[src/rtl/mac_pkg.sv]
// mac_pkg: shared state encoding, accumulator range helpers and default widths for the MAC datapath
package mac_pkg;
  localparam int PROD_W_DEF = 8;
  localparam int LEN_DEF = 4;
  localparam int ACC_W_DEF = 10;
  typedef enum logic [1:0] {IDLE, ACC, DONE} state_t;
  function automatic longint acc_max(input int w);
    return (longint'(1) <<< (w - 1)) - 1;
  endfunction
  function automatic longint acc_min(input int w);
    return -(longint'(1) <<< (w - 1));
  endfunction
endpackage

[src/rtl/sat_add.sv]
// sat_add: signed accumulator plus sign-extended product, with overflow flag and clamp or wrap
module sat_add
  import mac_pkg::*;
#(
  parameter int PROD_W = PROD_W_DEF,
  parameter int ACC_W = ACC_W_DEF,
  parameter bit SATURATE = 1'b1
) (
  input  logic signed [ACC_W-1:0]  acc,
  input  logic signed [PROD_W-1:0] prod,
  output logic signed [ACC_W-1:0]  sum,
  output logic                     ovf
);
  localparam logic signed [ACC_W-1:0] MAX = ACC_W'(acc_max(ACC_W));
  localparam logic signed [ACC_W-1:0] MIN = ACC_W'(acc_min(ACC_W));
  logic signed [ACC_W:0] wide;
  // one guard bit: the top two bits disagree exactly when the sum leaves the ACC_W range
  always_comb begin
    wide = {acc[ACC_W-1], acc} + {{(ACC_W + 1 - PROD_W){prod[PROD_W-1]}}, prod};
    ovf = wide[ACC_W] ^ wide[ACC_W-1];
    sum = (SATURATE && ovf) ? (wide[ACC_W] ? MIN : MAX) : wide[ACC_W-1:0];
  end
endmodule

[src/rtl/signed_product_accumulator.sv]
// signed_product_accumulator: sums LEN signed products per frame and hands the result out on valid/ready
module signed_product_accumulator
  import mac_pkg::*;
#(
  parameter int PROD_W = PROD_W_DEF,
  parameter int LEN = LEN_DEF,
  parameter int ACC_W = ACC_W_DEF,
  parameter bit SATURATE = 1'b1
) (
  input  logic                     clk,
  input  logic                     rst_n,
  input  logic                     flush,
  input  logic signed [PROD_W-1:0] in_prod,
  input  logic                     in_valid,
  output logic                     in_ready,
  output logic signed [ACC_W-1:0]  out_acc,
  output logic                     out_ovf,
  output logic                     out_valid,
  input  logic                     out_ready,
  output logic                     busy
);
  localparam int CW = $clog2(LEN + 1);
  state_t state;
  logic signed [ACC_W-1:0] acc, sum;
  logic [CW-1:0] cnt;
  logic ovf, add_ovf, accept, last;
  sat_add #(.PROD_W(PROD_W), .ACC_W(ACC_W), .SATURATE(SATURATE)) u_add (
    .acc(acc),
    .prod(in_prod),
    .sum(sum),
    .ovf(add_ovf)
  );
  assign in_ready = (state != DONE) & ~flush & rst_n;
  assign accept = in_valid & in_ready;
  assign last = cnt == CW'(LEN - 1);
  assign busy = state != IDLE;
  // frame FSM: flush or a consumed result returns to IDLE; the last accept loads the result registers
  always_ff @(posedge clk) begin
    if (!rst_n) begin
      state <= IDLE;
      acc <= '0;
      cnt <= '0;
      ovf <= 1'b0;
      out_acc <= '0;
      out_ovf <= 1'b0;
      out_valid <= 1'b0;
    end else if (flush || (state == DONE && out_ready)) begin
      state <= IDLE;
      acc <= '0;
      cnt <= '0;
      ovf <= 1'b0;
      out_valid <= 1'b0;
    end else if (accept) begin
      acc <= sum;
      cnt <= cnt + 1'b1;
      ovf <= ovf | add_ovf;
      state <= last ? DONE : ACC;
      if (last) begin
        out_acc <= sum;
        out_ovf <= ovf | add_ovf;
        out_valid <= 1'b1;
      end
    end
  end
endmodule
[config.mk]
export PLATFORM = sky130hd
export DESIGN_NAME = signed_product_accumulator
export DESIGN_NICKNAME = d
export VERILOG_FILES = /design/src/rtl/mac_pkg.sv /design/src/rtl/sat_add.sv /design/src/rtl/signed_product_accumulator.sv
export SDC_FILE = /design/constraint.sdc
export NUM_CORES = 1
export LEC_CHECK = 0
export BUFFER_PORTS_ARGS = -buffer_cell sky130_fd_sc_hd__buf_2
export CAP_MARGIN = 15
export CORE_MARGIN = 2
export CORE_UTILIZATION = 30
export DETAILED_ROUTE_END_ITERATION = 12
export SLEW_MARGIN = 20
export SYNTH_ARGS = -nofsm -noshare
export SYNTH_HDL_FRONTEND = slang
export SYNTH_HIERARCHICAL = 1
export SYNTH_SLANG_ARGS = --single-unit
[constraint.sdc]
create_clock -name clk -period 6.3 [get_ports clk]
set_input_delay 1.26 -clock clk [delete_from_list [all_inputs] [get_ports clk]]
set_output_delay 1.26 -clock clk [all_outputs]
set_load 0.05 [all_outputs]
==> results_dict.tcl <==
set metrics [dict create \
    r2r-start "acc[0]$_SDFFE_PP0P_" \
    drt_iter0_drc 69 \
    fin_skew_ns 0.003024 \
    synth.area.top_cells "dfxtp_1 (29%), ha_1 (7.7%), mux2i_1 (6.6%), o2111ai_1 (5.4%), o21ai_0 (4.3%)" \
    yosys.area.top_type "dfxtp_1" \
    grt_pass1_vias 1591 \
    r2r_cells 11 \
    viasPerCell 5.250 \
    setup_viol 0 \
    final_nets 267 \
    cts_hold_buf 0 \
    grt_start_max_net_pins 21 \
    synth_area_per_cell_sq_um 8.877 \
    rsz0062_at_grt "no" \
    async_reset_ff_share_pct 0 \
    total_power_mw 0.3938 \
    fmax_mhz 263.9 \
    max_cap_viol_count 0 \
    io_buffers 26 \
    syn_nets 247 \
    cts_buffer_depth 2 \
    grt_pass1_wl_mm 7.314 \
    slew_headroom_pct 43.29 \
    fin_setup_tns_ns 0 \
    antenna_found_initial 0 \
    fin_util_pct 34.07 \
    post-place-cells 313 \
    worstPathCellList "buf_2 -> and2b_1 -> and2_1 -> buf_2" \
    die_y_um 84.87 \
    firstDrtPassIters 4 \
    n_antenna_cell 0 \
    netlist_area_sq_mm 0.001962 \
    drc 0 \
    cp_data_arrival_time_ns 2.53 \
    period_needed_ns 3.790 \
    crit_path_top_delay_cell "and2b_1" \
    rows 29 \
    synthCells 221 \
    gp_congestion 0.7583 \
    grt.total_usage_pct 12.27 \
    pre_cts_slack_ns 2.529 \
    fillers 668 \
    ys_seq_area_share_pct 28.57 \
    cts_setup_buffers 0 \
    min_path_type "reg2reg" \
    hold_depth 2 \
    reg2reg_to "acc[8]$_SDFFE_PP0P_" \
    cp-end-kind "output port" \
    status "finished clean" \
    drt_wl_total_mm 4.327 \
    core_sq_mm 0.006350 \
    io_pins 27 \
    period_share_pct 60.15 \
    synth_common_cells "dfxtp_1 (28), inv_1 (21), nand2_1 (17), o21ai_0 (17), mux2i_1 (13)" \
    synth_cell_types 54 \
    clk-insertion-delay-late_ns 0.27 \
    hold_slack_ns 0.4594 \
    multiInputGateArea_sq_mm 0.001256 \
    post_dp_cell_area_sq_mm 0.002122 \
    crit_required_ns 5.04 \
    post_drt_wl_per_cell_um 13.69 \
    cts_tree "done" \
    drtAntennaViolNets 0 \
    worstHoldStart "out_acc[6]$_SDFFE_PN0P_" \
    post_cts_resize_count 0 \
    yosys_register_bits 28 \
    dieWidth_um 84.87 \
    ys_warn_count 6 \
    areaGrowthSynthToFinish_pct 10.27 \
    seqCellArea_sq_um 560.5 \
    clk_pin_slew_ns 0.09 \
    ys.flop_type "dfxtp_1" \
    crit_path_max_fanout 20 \
    vias 1659 \
    p_per_area_mw_per_mm2 182.0 \
    dieArea_sq_mm 0.007202 \
    cts_max_level 1 \
    slowest_delay_ns 0.57 \
    start_util_pct 30.90 \
    hold_viol_final 0 \
    crit_family "simple AND/OR/NAND/NOR gates" \
    synth_edf_count 0 \
    cts_made_buffers 3 \
    critPathKind "in2out" \
    tightest_slew_ns 0.8488 \
    overflow 0 \
    peakVddDrop_mv 0.1013 \
    final_cells 316 \
    critical_path_buf_inv_count 2 \
    cts_root_buffer "clkbuf_8" \
    slew_viol_final 0 \
    drive_above_1_share_pct 22.59 \
    place.detailed.hpwl_mm 3.472 \
    clock_sinks 28 \
    whs_endpoint "out_acc[6]$_SDFFE_PN0P_" \
    crit_path_frequent_cell "buf_2" \
    synth_top_area_share_pct 28.57 \
    synth.most_common_cell "dfxtp_1" \
    setup_slack_ns 2.510 \
    leakage_nw 0.9026 \
    start_kind "input pin" \
    post-route-cell-area_sq_mm 0.002163 \
    rrSetupSlack_ns 3.73 \
]
layer usage:
metal	vias up	global-route usage (%)	share of wire, %
li1	851	-	-
met1	784	15.96	46
met2	22	21.47	51
met3	2	2.821	3.0
met4	0	1.299	0.44
met5	-	0	0
power by group:
part / internal [mW] / switching [mW] / total (mW) / leakage, nW
Clock: 0.0429 / 0.0512 / 0.0941 / 0.0216
Combinational: 0.0455 / 0.0686 / 0.114 / 0.654
Sequential: 0.182 / 0.00392 / 0.186 / 0.227
cells in the final DEF, fill, tap and decap left out, types with 2 or more instances in the layout:
master     instances
a211oi_1           5
a21o_1             3
a21oi_1           11
a21oi_2            2
a31oi_1            5
a31oi_4            2
and2_1             2
and3_4             2
buf_2             26
clkbuf_8           3
dfxtp_1           28
ha_1              12
inv_1             21
mux2i_1           13
nand2_1           17
nand2b_1           3
nand3_1            2
nor2_1            11
nor3_2             2
o2111ai_1         12
o211a_1            2
o211ai_1           2
o21ai_0           17
o21ai_1            3
o21ai_2            2
or2_2              3
xnor2_1            4
worst min-delay path, delay by kind of cell (launching register included):
kind             cells  cell delay [ns]
flip-flops           1             0.31
multiplexers         1             0.05
AND/OR/NAND/NOR      1             0.05
worst max path at each step:
| stage | end | cells after the start | from | slack (ns) |
|---|---|---|---|---|
| CTS | in_ready | 4 | rst_n | 2.52 |
| finish | in_ready | 4 | rst_n | 2.51 |
| global placement | in_ready | 4 | rst_n | 2.54 |
| floorplan | in_ready | 3 | flush | 3.01 |
| detailed placement | in_ready | 4 | rst_n | 2.53 |
| global route | in_ready | 4 | rst_n | 2.40 |
final cells by class:
type	count	share of cell area, %
Inverter	21	3.644
Sequential cell	28	25.91
Timing Repair Buffer	26	6.015
Clock buffer	3	1.909
Tap cell	77	4.453
Multi-Input combinational cell	161	58.07
logic make-up (layout without fill, tap and decap cells):
logic type | count (synthesis) | count (layout) | synth area share (%)
AOI/OAI and AO/OA | 79 | 79 | 31.82
xor gates and xnor gates | 6 | 6 | 3.061
adders and majority gates | 14 | 14 | 9.247
buffers and inverters | 32 | 50 | 7.398
DFF | 28 | 28 | 28.57
muxes | 13 | 13 | 6.632
and+or+nand+nor | 49 | 49 | 13.27
registers in the layout (all words and copies together) (netlist names):
name / flops
acc: 10
out_acc: 10
cnt: 3
state: 2
out_ovf: 1
out_valid: 1
ovf: 1
No activity file was read; power rests on OpenSTA's default activity.
